File: src/rtl/bin_ascii_tx_ctrl.sv
// bin_ascii_tx_ctrl -- serializes an 8-bit unsigned value as decimal ASCII
// (hundreds, tens, units) followed by a terminator byte, over a valid/ready
// handshake toward the UART transmitter.
//
// Ports:
//   clk       system clock, rising edge
//   rst       asynchronous, active-high reset
//   start     convert-and-send request, sampled only in IDLE
//   dato      value to send (0..255), latched when start is accepted
//   tx_ready  transmitter accepts tx_data this cycle
//   tx_valid  tx_data holds a byte to transfer
//   tx_data   ASCII byte {1'b0, char}
//   busy      high in every state except IDLE
//   done      one-cycle pulse after the terminator has transferred
//
// Build option: define LEADING_ZERO_SUPPRESS_EN to drop leading '0' digits
// (hundreds when zero; tens too when hundreds and tens are both zero).
// Units and terminator are always sent. Undefined: fixed 4-byte frame.

// Binary to three 7-bit ASCII decimal digits.
module Comp_BIN_ASCII (
  input  logic [7:0] bin,
  output logic [6:0] centenas,
  output logic [6:0] decenas,
  output logic [6:0] unidades
);
  logic [3:0] hun, ten, uni;
  logic [6:0] rem;

  always_comb begin
    if (bin >= 8'd200) begin
      hun = 4'd2;
      rem = 7'(bin - 8'd200);
    end else if (bin >= 8'd100) begin
      hun = 4'd1;
      rem = 7'(bin - 8'd100);
    end else begin
      hun = 4'd0;
      rem = bin[6:0];
    end
    // rem < 100: pick the largest multiple of ten not exceeding it
    ten = 4'd0;
    uni = 4'(rem);
    for (int k = 1; k < 10; k++) begin
      if (rem >= 7'(k * 10)) begin
        ten = 4'(k);
        uni = 4'(rem - 7'(k * 10));
      end
    end
  end

  assign centenas = {3'b011, hun};
  assign decenas  = {3'b011, ten};
  assign unidades = {3'b011, uni};
endmodule

module bin_ascii_tx_ctrl #(
  parameter logic [7:0] TERM_CHAR = 8'h0D
) (
  input  logic       clk,
  input  logic       rst,
  input  logic       start,
  input  logic [7:0] dato,
  input  logic       tx_ready,
  output logic       tx_valid,
  output logic [7:0] tx_data,
  output logic       busy,
  output logic       done
);
  localparam logic [2:0] S_IDLE   = 3'd0;
  localparam logic [2:0] S_LOAD   = 3'd1;
  localparam logic [2:0] S_SEND_C = 3'd2;
  localparam logic [2:0] S_SEND_D = 3'd3;
  localparam logic [2:0] S_SEND_U = 3'd4;
  localparam logic [2:0] S_SEND_T = 3'd5;
  localparam logic [2:0] S_FIN    = 3'd6;

  logic [2:0] state_q, state_d;
  logic [7:0] dato_q, dato_d;
  logic [6:0] cen_q, cen_d, dec_q, dec_d, uni_q, uni_d;
  logic [6:0] cen_c, dec_c, uni_c;

  Comp_BIN_ASCII u_conv (
    .bin      (dato_q),
    .centenas (cen_c),
    .decenas  (dec_c),
    .unidades (uni_c)
  );

  always_comb begin
    state_d = state_q;
    dato_d  = dato_q;
    cen_d   = cen_q;
    dec_d   = dec_q;
    uni_d   = uni_q;
    case (state_q)
      S_IDLE: if (start) begin
        dato_d  = dato;
        state_d = S_LOAD;
      end
      S_LOAD: begin
        cen_d = cen_c;
        dec_d = dec_c;
        uni_d = uni_c;
`ifdef LEADING_ZERO_SUPPRESS_EN
        // Skip decision uses the live converter outputs, since the digit
        // registers only load on this same edge.
        if (cen_c != 7'h30)      state_d = S_SEND_C;
        else if (dec_c != 7'h30) state_d = S_SEND_D;
        else                     state_d = S_SEND_U;
`else
        state_d = S_SEND_C;
`endif
      end
      S_SEND_C: if (tx_ready) state_d = S_SEND_D;
      S_SEND_D: if (tx_ready) state_d = S_SEND_U;
      S_SEND_U: if (tx_ready) state_d = S_SEND_T;
      S_SEND_T: if (tx_ready) state_d = S_FIN;
      S_FIN:    state_d = S_IDLE;
      default:  state_d = S_IDLE;
    endcase
  end

  always_ff @(posedge clk or posedge rst) begin
    if (rst) begin
      state_q <= S_IDLE;
      dato_q  <= 8'h00;
      cen_q   <= 7'h00;
      dec_q   <= 7'h00;
      uni_q   <= 7'h00;
    end else begin
      state_q <= state_d;
      dato_q  <= dato_d;
      cen_q   <= cen_d;
      dec_q   <= dec_d;
      uni_q   <= uni_d;
    end
  end

  // Outputs decode straight from the state flop, so an asserted rst forces
  // them to their idle values without waiting for a clock edge.
  always_comb begin
    tx_valid = 1'b0;
    tx_data  = 8'h00;
    case (state_q)
      S_SEND_C: begin tx_valid = 1'b1; tx_data = {1'b0, cen_q}; end
      S_SEND_D: begin tx_valid = 1'b1; tx_data = {1'b0, dec_q}; end
      S_SEND_U: begin tx_valid = 1'b1; tx_data = {1'b0, uni_q}; end
      S_SEND_T: begin tx_valid = 1'b1; tx_data = TERM_CHAR;     end
      default:  ;
    endcase
  end

  assign busy = (state_q != S_IDLE);
  assign done = (state_q == S_FIN);
endmodule

File: config.mk
export PLATFORM = sky130hd
export DESIGN_NAME = bin_ascii_tx_ctrl
export DESIGN_NICKNAME = d
export VERILOG_FILES = /design/src/rtl/bin_ascii_tx_ctrl.sv
export SDC_FILE = /design/constraint.sdc
export NUM_CORES = 1
export LEC_CHECK = 0
export ABC_AREA = 1
export ABC_CLOCK_PERIOD_IN_PS = 3700
export CORE_ASPECT_RATIO = 0.9
export CORE_UTILIZATION = 56
export DETAILED_ROUTE_END_ITERATION = 12
export PLACE_DENSITY = 0.79
export SETUP_SLACK_MARGIN = 0.4
export SLEW_MARGIN = 20
export SYNTH_ARGS = -nofsm -noshare
export SYNTH_HDL_FRONTEND = slang
export SYNTH_SLANG_ARGS = --single-unit
File: constraint.sdc
create_clock -name clk -period 3.7 [get_ports clk]
set_clock_uncertainty 0.15 [all_clocks]
set_input_delay 0.74 -clock clk [delete_from_list [all_inputs] [get_ports clk]]
set_output_delay 0.74 -clock clk [all_outputs]
set_load 0.02 [all_outputs]
==> flow_summary.ini <==
[sta]
finalSetupViolCount = 0
drv_slew = 0
finalCritPeriodShare_pct = 80.94
hold_viol_final = 0
tns_ps = 0
maxSlewHeadroom_pct = 45.33
period_minus_slack_ps = 2995
fmax_mhz = 333.9
tightestPinTransition_ps = 819.2
rsz0062_at_grt = false

[synth]
syn_area_um2 = 1883
synth_cell_type_count = 33
synth.top_cells.by_area = dfrtp_1 29%, nand2_1 16%, inv_1 8.6%
synth.most_common_cell = nand2_1
yosys_register_bits = 22
syn_inst = 289
synth_edf_count = 0
synth_common_cells = 80 x nand2_1, 43 x inv_1, 28 x nor2_1
synth_top_cell_by_area = dfrtp_1
synth_top_area_share_pct = 29.24
ys_seq_area_share_pct = 29.24
syn_avg_cell_area_um2 = 6.516
synth_ff_type = dfrtp_1
ys.warnings.count = 0
ys_async_sr_fraction_pct = 100.0

[run]
maxCapViolCount = 0

[clock_tree]
path_clk_slew_ps = 80
clk-insertion-delay-late_ps = 270
ctsHoldBuffers = 0
cts_max_level = 1
cts_root_buf = clkbuf_8
clock-sinks = 22
cts_buffers = 3
clk_path_buf_depth = 2
cts_tree = yes

[drt]
ant_nets = 0
dr.first_iter.drc_count = 254
postRouteWirelength_um = 4397
routed_via_density = 5.347
dr_total_vias = 1893
firstDrtPassIters = 4
remaining_drc_errors = 0
wire_per_inst_um = 12.42

[final_layout]
diodes = 0
multiInputGateArea_um2 = 1131
fill_cells = 278
layout-area-overhead-vs-synth_pct = 17.28
final_layout_size_suffix_gt1_share_pct = 10.58
finalNetCount = 335
seq_area_um2 = 550.5

[worst_setup_path]
setup.worst_path.class = reg2out
endpoint_kind = primary output
cp.required_ps = 2810
crit_arrival_ps = 2100
crit_family = buffers and inverters
cp_slowest_cell = clkdlybuf4s50_1
path_cells = nor2_1 > inv_1 > nor2_1 > inv_1 > a31oi_1 > clkdlybuf4s50_1
slowest_delay_ps = 640
crit_fanout = 5
startpoint_type = flip-flop
crit_buf_inv = 3

[die]
io_pins = 23
chipHeight_um = 57.01
coreArea_um2 = 3138
start_util_pct = 60.01
rows = 19
die_w_um = 63.13
dieArea_um2 = 3599

[global_routing]
grt-ovfl-total = 0
track_usage_pct = 26.33
antenna_found_initial = 0
grt_max_degree = 23
grt_pass1_wl_um = 7500
grt_pass1_vias = 1680

[place]
dp_hpwl_um = 3459
numPortBuffers = 20
place_congestion = 1.014

[status]
status = finished clean

[hold_path]
hold_class = reg2reg
==> final timing paths <==
kind	from	to	slack, ps	cells past startpoint
setup / recovery	state_q[1]$_DFFE_PP0P_	tx_data[4]	710	6
hold / removal	uni_q[4]$_DFFE_PP0N_	uni_q[4]$_DFFE_PP0N_	310	2
setup reg to reg	dato_q[3]$_DFFE_PP0P_	uni_q[1]$_DFFE_PP0N_	750	25
hold reg to reg	uni_q[4]$_DFFE_PP0N_	uni_q[4]$_DFFE_PP0N_	310	2
max in group asynchronous	rst	dec_q[3]$_DFFE_PP0N_	2120	2
min in group asynchronous	rst	dato_q[7]$_DFFE_PP0P_	770	2
==> worst min-delay path, delay by kind of cell, from the launching register on <==
kind	cells	cell delay, ps
AND/OR/NAND/NOR	1	60
flip-flops	1	330
buffers and inverters	1	50
==> cells in the final DEF (no fill, tap or decap), types with 6 or more instances in the layout <==
cell type / instances
nand2_1: 79
inv_2: 6
nand3_1: 22
ha_1: 9
inv_1: 41
nor2_1: 28
o21ai_0: 10
clkdlybuf4s50_1: 20
a21oi_1: 22
nand2_2: 8
dfrtp_1: 22
==> registers in the layout (all words and copies together) (netlist names) <==
signal and count:
dec_q 4, state_q 3, dato_q 8, uni_q 5
cen_q 2
==> what timing repair did <==
item                       in CTS  in global routing
setup buffers                   0                  3
setup endpoints to repair       0                  4
resized for setup               0                  4
==> metrics by stage <==
step | instances | util (%) | worst slack, ps | area [µm²] | hold slack [ps]
after floorplan | 290 | - | 954.6 | 1887 | 272.1
final | 354 | 70.37 | 705.2 | 2208 | 314.4
after global placement | 347 | 67.22 | 647.6 | 2110 | 288.9
after global routing | 354 | 70.37 | 398.7 | 2208 | 334.7
after detailed placement | 347 | 67.22 | 562.8 | 2110 | 292.9
after CTS | 351 | 69.50 | 528.8 | 2181 | 312.3
==> layout make-up <==
type | instances | area share, %
multi-input combinational | 215 | 51.22
sequential | 22 | 24.93
timing repair buffer | 23 | 10.08
inverter | 48 | 8.159
tap | 42 | 2.380
clock buffer | 3 | 1.870
clock inverter | 1 | 1.360
==> cell families after synthesis <==
group | count (synthesis) | share of synthesized area (%)
adder cells (fa/ha/maj) | 10 | 6.645
flip-flops | 22 | 29.24
buffers and inverters | 53 | 11.16
other | 1 | 0.1991
AO/OA/AOI/OAI | 47 | 13.89
AND/OR/NAND/NOR | 153 | 37.48
XOR/XNOR | 3 | 1.396
==> routing by layer <==
layer	routed length, µm	GRT usage [%]
met2	2028	44.70
met3	276	4.600
met1	2063	36.18
met5	0	0
met4	29	3.322
Power is left out: the tool's default activity adds up to more than one toggle a clock period on the data nets, which glitch-free logic cannot reach.
==> edit (config.mk and constraints unchanged) <==
Reset style: synchronous (`rst`), changed in one clocked block. Comments in the files are not updated.
--- a/src/rtl/bin_ascii_tx_ctrl.sv
+++ b/src/rtl/bin_ascii_tx_ctrl.sv
@@ -122,5 +122,5 @@
   end
 
-  always_ff @(posedge clk or posedge rst) begin
+  always_ff @(posedge clk) begin
     if (rst) begin
       state_q <= S_IDLE;
Function: differs if rst is asserted again (counterexample within 4 cycles, from zero or initial values and one cycle with rst high); with rst held inactive, the same outputs for 10 cycles.
==> edit against the original RTL <==
  * Area after synthesis up 3.5%
  * Worst setup slack worse by 0.098 ns
  * Sequential cell count unchanged
  * Wire length up 6.8%
  * Register-to-register slack worse by 0.03 ns
  * Cell area up 1.3%
  * Non-clock buffer count down 3
==> edit: results (changes against the original RTL) <==
[run_status]
status = completed  ; unchanged

[synthesis]
synth.lib_cells_used.distinct = 37  ; was 33
synth_top_cells_by_count = nand2_1, inv_1, nor2_1  ; unchanged
async_flop_share = 0  ; was 1.00
synth_sequential_area_ratio = 0.226  ; was 0.292
yosys-top-cells-area = dfxtp_1, nand2_1, inv_1  ; was dfrtp_1, nand2_1, inv_1
syn-instance-count = 315  ; was 289
synth_ff_type = dfxtp_1  ; was dfrtp_1

[detailed_routing]
drt_first_iter_violations = 230  ; was 254
drt-total-wl_um = 4700  ; was 4400 um
via_count = 1976  ; was 1893
avgRoutedWirePerCell_um = 12.6  ; was 12.4 um

[global_route]
grt_pass1_wl_um = 7760  ; was 7500 um
via_count_of_the_first_global_routing_pass = 1713  ; was 1680
groute.usage.overall = 0.266  ; was 0.263
maximum_number_of_pins_on_one_net_before_global_route_repair = 17  ; was 23

[sta]
timing_worst_slew_pin_value_ns = 0.528  ; was 0.819 ns

[worst_setup_path]
critical_path_peak_fanout = 6  ; was 5
arrival_ns = 2.20  ; was 2.10 ns

[place]
globalplace.congestion = 0.954  ; was 1.01
post-place-cells = 370  ; was 347
hpwlAfterDp_um = 3610  ; was 3460 um
dpl_cell_area_um2 = 2160  ; was 2110 um2

[cells_and_area]
layout_cells_sized_above_1 = 0.166  ; was 0.106
finish.net_count = 355  ; was 335

[clocking]
clock_tree.root_cell = clkbuf_8  ; unchanged
postCtsSetupBuffers = 0  ; unchanged

## edit: worst reg2reg max path: stages, from the launching register on
cell     delay [ns]
dfxtp_2        0.41
inv_2          0.11
ha_1           0.24
nand2_2        0.10
inv_2          0.04
nand2_1        0.07
nand2_2        0.09
nand2_4        0.12
nand2_2        0.08
nand2_2        0.08
nand2_4        0.07
inv_2          0.13
ha_1           0.30
nand2_1        0.09
nand2_1        0.07
nand3_1        0.10
nand2_2        0.10
a21oi_1        0.06
o21ai_1        0.12
nand2_1        0.06
nand2_1        0.07
o21ai_2        0.08
o21ai_1        0.13
inv_1          0.05
## edit: metrics by stage
step | hold WS [ns] | setup slack (ns)
finish | 0.328 | 0.607
global route | 0.346 | 0.403
CTS | 0.328 | 0.558
detailed placement | 0.312 | 0.593
global placement | 0.308 | 0.553
floorplan | 0.286 | 0.983
## edit: final timing paths
check | start | end | slack, ns | depth (start not counted)
setup / recovery | state_q[0]$_SDFFE_PP0P_ | tx_data[3] | 0.61 | 5
hold / removal | uni_q[4]$_SDFFE_PP0N_ | uni_q[4]$_SDFFE_PP0N_ | 0.33 | 2
setup reg to reg | dato_q[3]$_SDFFE_PP0P_ | dec_q[0]$_SDFFE_PP0N_ | 0.72 | 23
hold reg to reg | uni_q[4]$_SDFFE_PP0N_ | uni_q[4]$_SDFFE_PP0N_ | 0.33 | 2
## edit: cell families after synthesis
group                    synth area share
AND/OR/NAND/NOR                     0.393
XOR/XNOR                          0.00450
flip-flops                          0.226
other                             0.00192
buffers and inverters               0.122
adder cells (fa/ha/maj)            0.0642
AO/OA/AOI/OAI                       0.188
## edit: power groups by stage
stage / clock network (W) / registers, W / logic [W]
2_1_floorplan: 0 / 0.000387 / 0.00116
3_3_place_gp: 0 / 0.000414 / 0.00146
3_5_place_dp: 0 / 0.000414 / 0.00145
4_1_cts: 0.000224 / 0.000410 / 0.00146
5_1_grt: 0.000236 / 0.000427 / 0.00166
6_report: 0.000224 / 0.000414 / 0.00148
## edit: cell type report
cell class                      instances  area, um2
Inverter                               51        196
Clock buffer                            3       41.3
Sequential cell                        22        443
Timing Repair Buffer                   20        200
Clock inverter                          1       30.0
Fill cell                             297        948
Multi-Input combinational cell        235       1270
Tap cell                               42       52.6
## edit: per-layer routing
metal	track usage	part of all wire	up-vias
li1	-	-	1028
met3	0.0453	0.056	4
met5	0	0	-
met4	0.0635	0.0081	0
met2	0.436	0.47	59
met1	0.366	0.46	885
